**src/rtl/store_buffer.sv**
```systemverilog
// store_buffer: write-through store FIFO between dm_cache and data_mem.
// Stores are queued in a circular buffer and drained in order over a
// valid/ready handshake. Read misses are checked against queued stores.
// Optional feature macro: STORE_BUF_FORWARD_EN. When defined, a read that
// hits a queued word store is serviced by forwarding instead of stalling.
module store_buffer #(
  parameter int ADDR_WIDTH = 32,
  parameter int DATA_WIDTH = 32,
  parameter int DEPTH      = 4
) (
  input  logic                       clk,
  input  logic                       rst_n,
  input  logic                       wr_valid,
  output logic                       wr_ready,
  input  logic [ADDR_WIDTH-1:0]      wr_addr,
  input  logic [DATA_WIDTH-1:0]      wr_data,
  input  logic [2:0]                 wr_mode,
  output logic                       mem_valid,
  input  logic                       mem_ready,
  output logic [ADDR_WIDTH-1:0]      mem_addr,
  output logic [DATA_WIDTH-1:0]      mem_data,
  output logic [2:0]                 mem_mode,
  input  logic                       rd_req,
  input  logic [ADDR_WIDTH-1:0]      rd_addr,
  output logic                       rd_stall,
  output logic                       rd_fwd_valid,
  output logic [DATA_WIDTH-1:0]      rd_fwd_data,
  output logic [$clog2(DEPTH):0]     count,
  output logic                       empty,
  output logic                       full
);

  localparam int IDX_W = $clog2(DEPTH);
  localparam int PTR_W = IDX_W + 1;
  localparam logic [2:0] DATA_ADDR_MODE_W = 3'b010;

  // Pointers carry an extra wrap bit so full and empty are distinguishable.
  logic [PTR_W-1:0]      head_q, head_d;
  logic [PTR_W-1:0]      tail_q, tail_d;
  logic [DEPTH-1:0]      vld_q, vld_d;
  logic [ADDR_WIDTH-1:0] addr_q [DEPTH];
  logic [DATA_WIDTH-1:0] data_q [DEPTH];
  logic [2:0]            mode_q [DEPTH];

  logic [IDX_W-1:0] head_idx;
  logic [IDX_W-1:0] tail_idx;
  logic             empty_w;
  logic             full_w;
  logic             enq;
  logic             deq;

  assign head_idx = head_q[IDX_W-1:0];
  assign tail_idx = tail_q[IDX_W-1:0];
  assign empty_w  = (head_q == tail_q);
  assign full_w   = (head_idx == tail_idx) && (head_q[IDX_W] != tail_q[IDX_W]);

  // A full buffer refuses stores even when the head drains in the same cycle.
  assign enq = wr_valid && !full_w;
  assign deq = !empty_w && mem_ready;

  assign wr_ready  = !full_w;
  assign empty     = empty_w;
  assign full      = full_w;
  assign count     = tail_q - head_q;
  assign mem_valid = !empty_w;
  assign mem_addr  = addr_q[head_idx];
  assign mem_data  = data_q[head_idx];
  assign mem_mode  = mode_q[head_idx];

  // Next-state for pointers and per-entry valid flags.
  always_comb begin
    head_d = head_q;
    tail_d = tail_q;
    vld_d  = vld_q;
    if (enq) begin
      tail_d          = tail_q + PTR_W'(1);
      vld_d[tail_idx] = 1'b1;
    end
    if (deq) begin
      head_d          = head_q + PTR_W'(1);
      vld_d[head_idx] = 1'b0;
    end
  end

  // Control state; reset discards every pending entry at once.
  always_ff @(posedge clk or negedge rst_n) begin
    if (!rst_n) begin
      head_q <= '0;
      tail_q <= '0;
      vld_q  <= '0;
    end else begin
      head_q <= head_d;
      tail_q <= tail_d;
      vld_q  <= vld_d;
    end
  end

  // Entry payload is written at the tail; no reset since valids gate its use.
  always_ff @(posedge clk) begin
    if (enq) begin
      addr_q[tail_idx] <= wr_addr;
      data_q[tail_idx] <= wr_data;
      mode_q[tail_idx] <= wr_mode;
    end
  end

  logic                  hit;
  logic [DATA_WIDTH-1:0] sel_data;
  logic [2:0]            sel_mode;

  // Word-address match over registered entries, scanning head to tail so the
  // youngest match wins; a store enqueuing this cycle is not yet visible.
  always_comb begin
    logic [IDX_W-1:0] idx;
    hit      = 1'b0;
    sel_data = '0;
    sel_mode = '0;
    for (int i = 0; i < DEPTH; i++) begin
      idx = head_idx + IDX_W'(i);
      if (vld_q[idx] && (addr_q[idx][ADDR_WIDTH-1:2] == rd_addr[ADDR_WIDTH-1:2])) begin
        hit      = 1'b1;
        sel_data = data_q[idx];
        sel_mode = mode_q[idx];
      end
    end
  end

  logic unused_rd_lsb;
  assign unused_rd_lsb = ^rd_addr[1:0];

`ifdef STORE_BUF_FORWARD_EN
  assign rd_fwd_valid = rd_req && hit && (sel_mode == DATA_ADDR_MODE_W);
  assign rd_fwd_data  = rd_fwd_valid ? sel_data : '0;
  assign rd_stall     = rd_req && hit && (sel_mode != DATA_ADDR_MODE_W);
`else
  logic unused_sel;
  assign unused_sel   = ^{sel_data, sel_mode};
  assign rd_fwd_valid = 1'b0;
  assign rd_fwd_data  = '0;
  assign rd_stall     = rd_req && hit;
`endif

endmodule

```
**config.mk**
```make
export PLATFORM = sky130hd
export DESIGN_NAME = store_buffer
export DESIGN_NICKNAME = d
export VERILOG_FILES = /design/src/rtl/store_buffer.sv
export SDC_FILE = /design/constraint.sdc
export NUM_CORES = 1
export LEC_CHECK = 0
export BUFFER_PORTS_ARGS = -buffer_cell sky130_fd_sc_hd__buf_2
export CAP_MARGIN = 5
export CORE_ASPECT_RATIO = 0.75
export CORE_MARGIN = 2
export CORE_UTILIZATION = 58
export DETAILED_ROUTE_END_ITERATION = 7
export GPL_TIMING_DRIVEN = 0
export PLACE_DENSITY = 0.82
export SYNTH_ARGS = -nofsm -noshare
export SYNTH_HDL_FRONTEND = slang
export SYNTH_SLANG_ARGS = --single-unit
```
**constraint.sdc**
```tcl
create_clock -name clk -period 7.2 [get_ports clk]
set_clock_uncertainty 0.15 [all_clocks]
set_input_delay 1.8 -clock clk [delete_from_list [all_inputs] [get_ports clk]]
set_output_delay 1.8 -clock clk [all_outputs]
set_load 0.005 [all_outputs]
```
=== Word-level counts from Yosys, hierarchy flattened ===
Memory sizes are Yosys's and may differ from the RTL's.
Index checks and enable logic that the tools add are counted.

* Flip-flop bits (word level): 10
* RAM bits: 268
* Bits of input ports: 104
* Output and inout port bits: 108
* Word-level logic and storage cells: 61
* Memories kept: 3

* $add $sub $neg: 6
* Magnitude comparators: 7
* Equality and inequality tests: 7
* Mux-type cells: 20
* Bitwise gates (word level): 3
* Reductions and logical operators: 12

{| class="wikitable"
|+ Memory list
! name !! words !! bits a word !! rd ports !! clocked after Yosys merged registers in !! wr ports !! RTL line !! source
|-
| addr_q || 4 || 32 || 4 || 0 || 1 || 41 || <nowiki>logic [ADDR_WIDTH-1:0] addr_q [DEPTH];</nowiki>
|-
| data_q || 4 || 32 || 1 || 0 || 1 || 42 || <nowiki>logic [DATA_WIDTH-1:0] data_q [DEPTH];</nowiki>
|-
| mode_q || 4 || 3 || 1 || 0 || 1 || 43 || <nowiki>logic [2:0] mode_q [DEPTH];</nowiki>
|}

{| class="wikitable"
|+ Operators with widths
! kind !! number
|-
| $eq A30 B30 Y1 || 4
|-
| $lt A2 B3 Y1 const B || 5
|-
| $mux W1 || 12
|-
| $logic_and A1 B1 Y1 || 10
|-
| $bmux W1 S2 || 4
|-
| $mux W4 || 2
|-
| $add A3 B1 Y3 const B || 2
|-
| $add A2 B2 Y2 const B || 2
|-
| $and A4 B4 Y4 || 1
|-
| $demux W1 S2 || 2
|-
| $ge A2 B1 Y1 const B || 2
|-
| $not A4 Y4 || 1
|-
| $or A4 B4 Y4 || 1
|-
| $eq A3 B3 Y1 || 1
|-
| $sub A3 B3 Y3 || 1
|-
| $add A2 B1 Y2 const B || 1
|-
| $eq A2 B2 Y1 || 1
|-
| $logic_not A1 Y1 || 2
|-
| $ne A1 B1 Y1 || 1
|}

=== Depth between registers and ports, before layout ===
Gate-level depths: netlist (run 1).

* Word-level depth: 8
* Gate-level depth with buffers: 16
* Gate-level depth less buffers: 9

=== Worst setup path after synthesis (run 1) ===
No wires, ideal clock.

* Path kind: register -> output
* Start point: register head_q[1]
* End point: output rd_stall
* Arrival time: 3697 ps
* Required time: 5250 ps
* Setup slack: 1553 ps
* Cell stages (with the launch flop): 16
* Path buffers: 6
* Path through: dfrtp_1 buf_2 inv_1 clkbuf_1 buf_1 ha_1 buf_2 buf_2 buf_2 mux2i_1 o21ai_0 a2111oi_0 a21oi_1 nor4_1 nand4_1 a41oi_2

* Word-level cells in the longest chain between the ends: 8
* Elaborated cells between the ends (all ways): 25
* Classes of those cells: add/sub (3); eq/ne (4); mux (12); reduce/logical (5); memory (1)

{| class="wikitable"
|+ Ends and longest elaborated chain
! what !! RTL line !! source
|-
| start, declared || 38 || <nowiki>logic [PTR_W-1:0] head_q, head_d;</nowiki>
|-
| start signal, assigned || 88 || <nowiki>head_q <= '0;</nowiki>
|-
| start signal, assigned || 92 || <nowiki>head_q <= head_d;</nowiki>
|-
| $add A2 B1 Y2, or another cell as far along || 119 || <nowiki>idx = head_idx + IDX_W'(i);</nowiki>
|-
| $mem_v2 Z4 W32, or another cell as far along || -- ||
|-
| $eq A30 B30 Y1, or another cell as far along || 120 || <nowiki>if (vld_q[idx] && (addr_q[idx][ADDR_WIDTH-1:2] == rd_addr[ADDR_WIDTH-1:2])) begin</nowiki>
|-
| $logic_and A1 B1 Y1 / $mux W1 (equally long branches) || 120 ||
|-
| $mux W1 (2 in series) || 120 ||
|-
| $mux W1 (*) || 120 ||
|-
| $logic_and A1 B1 Y1 (*) || 140 || <nowiki>assign rd_stall = rd_req && hit;</nowiki>
|-
| end, declared || 25 || <nowiki>output logic rd_stall,</nowiki>
|}

Every way passes the cells marked *; elsewhere a longest branch is shown, timed or not. The select of a mux whose other input is x is not followed.

=== Final worst setup path (run 1) ===
* Start point: register head_q[0]
* End point: output rd_stall

Same word-level chain as after synthesis.

==> results.md, run 1 <==
- Outcome: completed
- # IOs: 212
- Maximum vdd drop: 0.000278 V
- Die area: between 20000 and 30000 µm²
- Fillcell total: around 1.7k
- Post-synthesis mux area share: 23.6%
- Root buf cell: clkbuf_16
- Die W: approximately 190 µm
- Worst slew pin tran: a little under 0.9 ns
- Fin crit period: between 7 and 8 ns
- Max Clk Rate: between 100 and 150 MHz
- Adder-cell share of the synthesized area: approximately 1.0%
- Sw power: between 3 and 4 mW
- Vias per cell: ~6.3
- Max-cap violations: 0
- Port Buffers: 158
- DR iter-0 viols: slightly above 1k
- Number of synthesized flops with an enable pin: between 200 and 300
- Final period utilization: a little over nine tenths
- # DRC: 0
- Cell area after synthesis: about 14000 µm²
- CP Data Required Time: 5.25 ns
- Final Setup Violations: 0
- Hold Buf Count CTS: 0
- Gate power share: a little over half
- Clock tree buffer depth: 3
- Switching Share: around two fifths
- Max-slew violation count: 0
- Total Wirelength: between 30000 and 40000 µm
- Sequential fraction of the synthesis area: ~57%
- Syn Area/Cell: approximately 17 µm²
- Synth Area in Compound Gates: under 10%
- CTS tree: built
- Dominant synthesized flop cell: edfxtp_1
- Router iterations before antenna repair: 6
- Total gr overflow: 0
- Rows: between 40 and 50
- Tot Pwr: between 7 and 8 mW
- GRT Util Overall: 29.3%
- Die height: ~140 µm
- Largest net degree at the start of global routing: 54
- Simple-gate share of the synthesized area: under 10%
- Largest family of logic cells by synthesized area: multiplexers
- Hold slack: around 0.34 ns
- DP Wirelength: between 20000 and 30000 µm
- Wire per inst: around 26 µm
- Area share of xor/xnor cells in the synthesized design: slightly below 7%
- Core box area: 24200 µm²
- Rel. slew slack: 41.6%
- Dpl ws: -0.0190 ns
- Final setup TNS: 0 ns
- CTS H-tree lvls: 1
- Async set or reset register ratio after synthesis: approximately 3.6%
- CP Launch Type: register
- Leak: between 5 and 6 nW
- Worst-skew pair later-pin latency: 0.53 ns
- Hold/Removal Path Class: register to register
- Setup repair after global routing missed its margin: no
- CP endpoint kind: output port
- Area grow syn2layout: 16.1%
- CTS Sinks: 278
- Synth Register Bits: ~280
- Clock share of power: around 17%
- RD Place Congestion: between 1 and 1.5
- Layout cells sized above 1: 35.2%
- Clk slew on worst S/H paths: about 0.06 ns
- CP max FO: 11
- Vias in the first global route: a little over 9k
- Final WS setup: between 0.1 and 0.15 ns
- Initial antenna violation count: 3
- Num CTS Buffers: 27
- Crit Path Class: register to output port
- Hold Vio Cnt, Final: 0
- CP arrival: 5.10 ns
- Flop pwr share: between 30% and 40%
- P_int: between 4 and 5 mW
- Yosys cell types: 53
- Global-route wire length before repair: roughly 56000 µm
- Cell Pwr Density: between 400 and 500 nW/µm²
- Routed Antenna Nets: 0
- Total number of vias: just over 9k
- Synth Warn #: 0
- Layout Nets: 1202
- Cells after Synth: between 800 and 900
- Initial Utilization: between 50% and 60%
==> cell usage after synthesis (all sizes together), types with 3 or more instances <==
master | n | area, µm²
a2111oi | 4 | 36.3
a211oi | 7 | 52.6
a21oi | 11 | 55.1
a221oi | 4 | 35.0
a22oi | 5 | 37.5
a2bb2oi | 3 | 26.3
and2 | 4 | 25.0
and3 | 4 | 25.0
buf | 70 | 467
clkbuf | 23 | 86.3
dfrtp | 10 | 250
edfxtp | 268 | 8050
ha | 10 | 125
inv | 13 | 48.8
mux2i | 80 | 801
mux4 | 115 | 2590
nand2 | 18 | 67.6
nand4 | 16 | 100
nor2 | 11 | 41.3
nor3 | 3 | 15.0
nor4 | 13 | 81.3
o2111ai | 4 | 35.0
o211ai | 8 | 60.1
o21ai | 15 | 75.1
o22ai | 4 | 25.0
o2bb2ai | 3 | 26.3
xnor2 | 88 | 771
xor2 | 25 | 219
==> critical path, cell delays in order, from the launching register on <==
cell      delay [ns]
dfrtp_1         0.43
buf_6           0.18
buf_4           0.26
buf_6           0.24
clkbuf_4        0.29
inv_2           0.17
ha_1            0.31
buf_2           0.21
buf_2           0.33
clkbuf_4        0.39
mux4_2          0.37
xnor2_1         0.46
nand4_1         0.15
nor4_1          0.23
nand4_1         0.15
a41oi_2         0.19
buf_2           0.16
==> flip-flops by register name, indices dropped and copies added (netlist names) <==
signal / cells
head_q: 3
addr_q: 128
data_q: 128
mode_q: 12
tail_q: 3
vld_q: 4
==> repair_timing <==
action / CTS / global route
setup buffers: 0 / 3
resized for setup: 9 / 13
endpoints found under the setup margin: 1 / 1
==> per-layer routing <==
metal,vias to the layer above,track usage (%),routed length (µm)
li1,3870,-,-
met5,-,0,26
met2,593,42.6,16600
met4,4,6.13,735
met1,4587,45.1,16000
met3,62,8.01,4510
==> through the flow <==
stage / std cells / utilization [%] / area (µm²)
after floorplan: 895 / - / 14600
after global placement: 1384 / 65.1 / 15800
after detailed placement: 1388 / 65.6 / 15900
after CTS: 1437 / 69.0 / 16700
after global routing: 1439 / 69.2 / 16800
final: 1439 / 69.2 / 16800
==> cell usage in the layout (no fill, tap or decap), drive strengths merged, types with 3 or more instances in the layout <==
cell,n
clkinv,12
nand4,16
and3,4
a2111oi,4
inv,13
dfrtp,10
mux4,115
o21ai,15
o2bb2ai,3
clkinvlp,4
mux2i,80
nor3,3
a211oi,7
nor4,13
edfxtp,268
a22oi,5
conb,33
buf,229
clkbuf,59
ha,10
nand2,18
o2111ai,4
o211ai,8
a221oi,4
and2,4
a2bb2oi,3
o22ai,4
nor2,11
xor2,25
a21oi,11
xnor2,88
==> area by class of cell <==
cell class / instances / area [µm²] / share of cell area [%]
clock buffer: 32 / 694 / 4.14
multi-input combinational: 511 / 5680 / 33.9
antenna: 1 / 2.50 / 0.0149
tap: 331 / 414 / 2.47
inverter: 13 / 52.6 / 0.314
clock inverter: 17 / 119 / 0.709
timing repair buffer: 165 / 923 / 5.51
sequential: 278 / 8300 / 49.5
buffer: 91 / 571 / 3.41
==> logic make-up (layout without fill, tap and decap cells) <==
family / count (synthesis) / in the layout
flops: 278 / 278
mux: 197 / 197
buf+inv: 106 / 318
compound gates: 78 / 78
simple gates: 79 / 79
xor+xnor: 113 / 113
other cells: 1 / 34
fa+ha+maj: 11 / 11
==> power groups by stage <==
stage	registers (mW)	logic, mW	clock network [mW]
after floorplan	2.37	2.71	0
after global placement	2.45	3.90	0
after detailed placement	2.42	3.99	0
after CTS	2.39	4.02	1.33
after global routing	2.43	4.33	1.39
final	2.40	4.09	1.31
==> path summary, 6_finish.rpt <==
check	startpoint	end	slack, ns	cells past startpoint
max	head_q[0]$_DFFE_PN0P_	rd_stall	0.15	16
min	head_q[2]$_DFFE_PN0P_	head_q[2]$_DFFE_PN0P_	0.34	1
max reg2reg	head_q[1]$_DFFE_PN0P_	data_q[3][3]$_DFFE_PP_	3.77	7
min reg2reg	head_q[2]$_DFFE_PN0P_	head_q[2]$_DFFE_PN0P_	0.34	1
max in group asynchronous	rst_n	tail_q[2]$_DFFE_PN0P_	5.73	1
min in group asynchronous	rst_n	head_q[2]$_DFFE_PN0P_	0.97	1
No activity file was read; power rests on OpenSTA's default activity.
==> run 2, diff against run 1 <==
- RECOVER_POWER: default -> 50
==> run 2 against run 1 <==
Net effect: the flow now finishes with violations (max-capacitance violations, max-slew violations); sequential power is essentially flat; non-clock buffer count is the same; clock power is essentially flat; flip-flop and latch count is the same; clock-buffer cell count is the same; first-iteration DRC count grew 5.9%; critical path depth shrank 1; register-to-register slack lost 0.79 ns; via count grew 0.33%; combinational power is essentially flat; sequential share of layout area grew 0.31 points; largest cell class unchanged.
==> results.md, run 2 (synthesized netlist as in run 1, its figures left out) <==
- Tot Pwr: 7.80 mW
- Layout Nets: approximately 1.2k
- CTS H-tree lvls: 1
- Die area: 26200 µm²
- Maximum vdd drop: around 0.00028 V
- Cell family with most CP delay: buffers and inverters
- Largest net degree at the start of global routing: between 50 and 60
- CTS tree: built
- GRT Util Overall: around 29%
- Flop pwr share: about 31%
- RR Endpoint: data_q[3][23]$_DFFE_PP_
- Wire per inst: approximately 26 µm
- FF-to-FF Start: head_q[1]$_DFFE_PN0P_
- Clk slew on worst S/H paths: approximately 0.07 ns
- Total Wirelength: between 30000 and 40000 µm
- Clock tree buffer depth: 3
- Clock share of power: between 15 and 20%
- Final period utilization: just under 100%
- CP arrival: approximately 5.1 ns
- Setup repair after global routing missed its margin: no
- Port Buffers: 158
- Fin crit period: 7.06 ns
- DR iter-0 viols: ~1.1k
- Vias in the first global route: between 9k and 10k
- R2R cell count: 7
- Final Util: between 60% and 70%
- Max Clk Rate: about 140 MHz
- Critical Path Start: head_q[0]$_DFFE_PN0P_
- Outcome: finished with violations
- Num CTS Buffers: 27
- Global-route wire length before repair: around 56000 µm
- CP Cell Sequence: buf_6 -> buf_4 -> buf_6 -> clkbuf_4 -> inv_2 -> ha_1 -> buf_2 -> buf_2 -> clkbuf_4 -> mux4_2 -> xor2_1 -> nor4_1 -> nand4_1 -> a41oi_2 -> buf_2
- Gate power share: roughly 52%
- Vias per cell: 6.36
- Highest-count cells in the layout ignoring fill and taps: edfxtp_1, mux4_2, buf_2
- Cell depth of the worst setup path: 15
- Cell Pwr Density: 469 nW/µm²
- Rows: 49
- Hold Vio Cnt, Final: 0
- # DRC: 0
- Max-cap violations: 1
- Top cell by count, worst path: buf_2
- DP Wirelength: 27200 µm
- Largest regs: addr_q (128), data_q (128), mode_q (12)
- CP endpoint: rd_stall
- Crit Path Class: register to output port
- CP max FO: 11
- Max-slew violation count: 21
- Root buf cell: clkbuf_16
- CP Launch Type: register
- Diodes inserted: 0
- Area grow syn2layout: 15.4%
- P_int: 4.78 mW
- R2R setup slack: 2.98 ns
- Hold slack: ~0.34 ns
- Most common cell after layout, fill and taps aside: edfxtp_1
- CTS Sinks: about 280
- Failing checks: max-capacitance violations, max-slew violations
- Leak: a little under 6 nW
- Hold/Removal Path Class: register to register
- CP endpoint kind: output port
- Sw power: about 3 mW
- Total gr overflow: 0
- Crit path buf inv count: 9
- Router iterations before antenna repair: 5
- Total number of vias: a little over 9k
- Core box area: 24200 µm²
- Final Setup Violations: 0
- Layout cells sized above 1: between 20 and 30%
- Worst slew pin tran: 1.50 ns
- Initial Utilization: around three fifths
- Rel. slew slack: -0.304%
- # IOs: 212
- Crit path largest cell delay: 0.58 ns
- RD Place Congestion: around 1.0
- Routed Antenna Nets: 0
- Die height: ~140 µm
- CP max stage cell: nor4_1
- Initial antenna violation count: 2
- Worst-skew pair later-pin latency: approximately 0.53 ns
- CP Data Required Time: between 5 and 6 ns
- Switching Share: about two fifths
- Die W: ~190 µm
[run 2: layout make-up]
type / count / area, µm²
plain buffers: 91 / 571
fillers: 1699 / 7570
inverters: 13 / 50.0
clock buffers: 32 / 694
flip-flops and latches: 278 / 8300
repair buffers: 165 / 838
multi-input cells: 511 / 5670
well taps: 331 / 414
clock inverters: 17 / 119
[run 2: worst min path at each step]
stage / from / end / slack [ns] / depth (start not counted)
floorplan: tail_q[2]$_DFFE_PN0P_ / tail_q[2]$_DFFE_PN0P_ / 0.31 / 1
global placement: tail_q[2]$_DFFE_PN0P_ / tail_q[2]$_DFFE_PN0P_ / 0.33 / 1
detailed placement: head_q[2]$_DFFE_PN0P_ / head_q[2]$_DFFE_PN0P_ / 0.34 / 1
CTS: head_q[2]$_DFFE_PN0P_ / head_q[2]$_DFFE_PN0P_ / 0.35 / 1
global route: tail_q[2]$_DFFE_PN0P_ / tail_q[2]$_DFFE_PN0P_ / 0.37 / 1
finish: head_q[2]$_DFFE_PN0P_ / head_q[2]$_DFFE_PN0P_ / 0.34 / 1
[run 2: power by group through the flow]
stage / logic (mW) / clock network [mW] / registers, mW
after floorplan: 2.71 / 0 / 2.37
after global placement: 3.90 / 0 / 2.45
after detailed placement: 3.99 / 0 / 2.42
after CTS: 4.02 / 1.33 / 2.39
after global routing: 4.32 / 1.38 / 2.44
final: 4.08 / 1.32 / 2.41
[run 2: what timing repair did]
action | 4_1_cts | 5_1_grt
hold buffers | 0 | 0
setup endpoints to repair | 1 | 1
gates resized for setup | 9 | 13
buffers inserted | 0 | 3
pin swaps | 0 | 0
[run 2: stage by stage]
stage	TNS, ns	cells	worst slack (ns)	instance area, µm²
after CTS	0	1437	0.0228	16700
after global placement	-0.0778	1384	-0.0778	15800
after detailed placement	-0.0190	1388	-0.0190	15900
final	0	1438	0.141	16700
after global routing	0	1438	0.0432	16700
after floorplan	0	895	1.55	14600
[run 2: per-layer routing]
metal | vias to the layer above | GRT usage, % | share of wire, %
met5 | - | 0 | 0.068
met4 | 4 | 6.13 | 2.0
met2 | 587 | 42.6 | 44
met1 | 4626 | 45.1 | 42
li1 | 3867 | - | -
met3 | 62 | 8.01 | 12
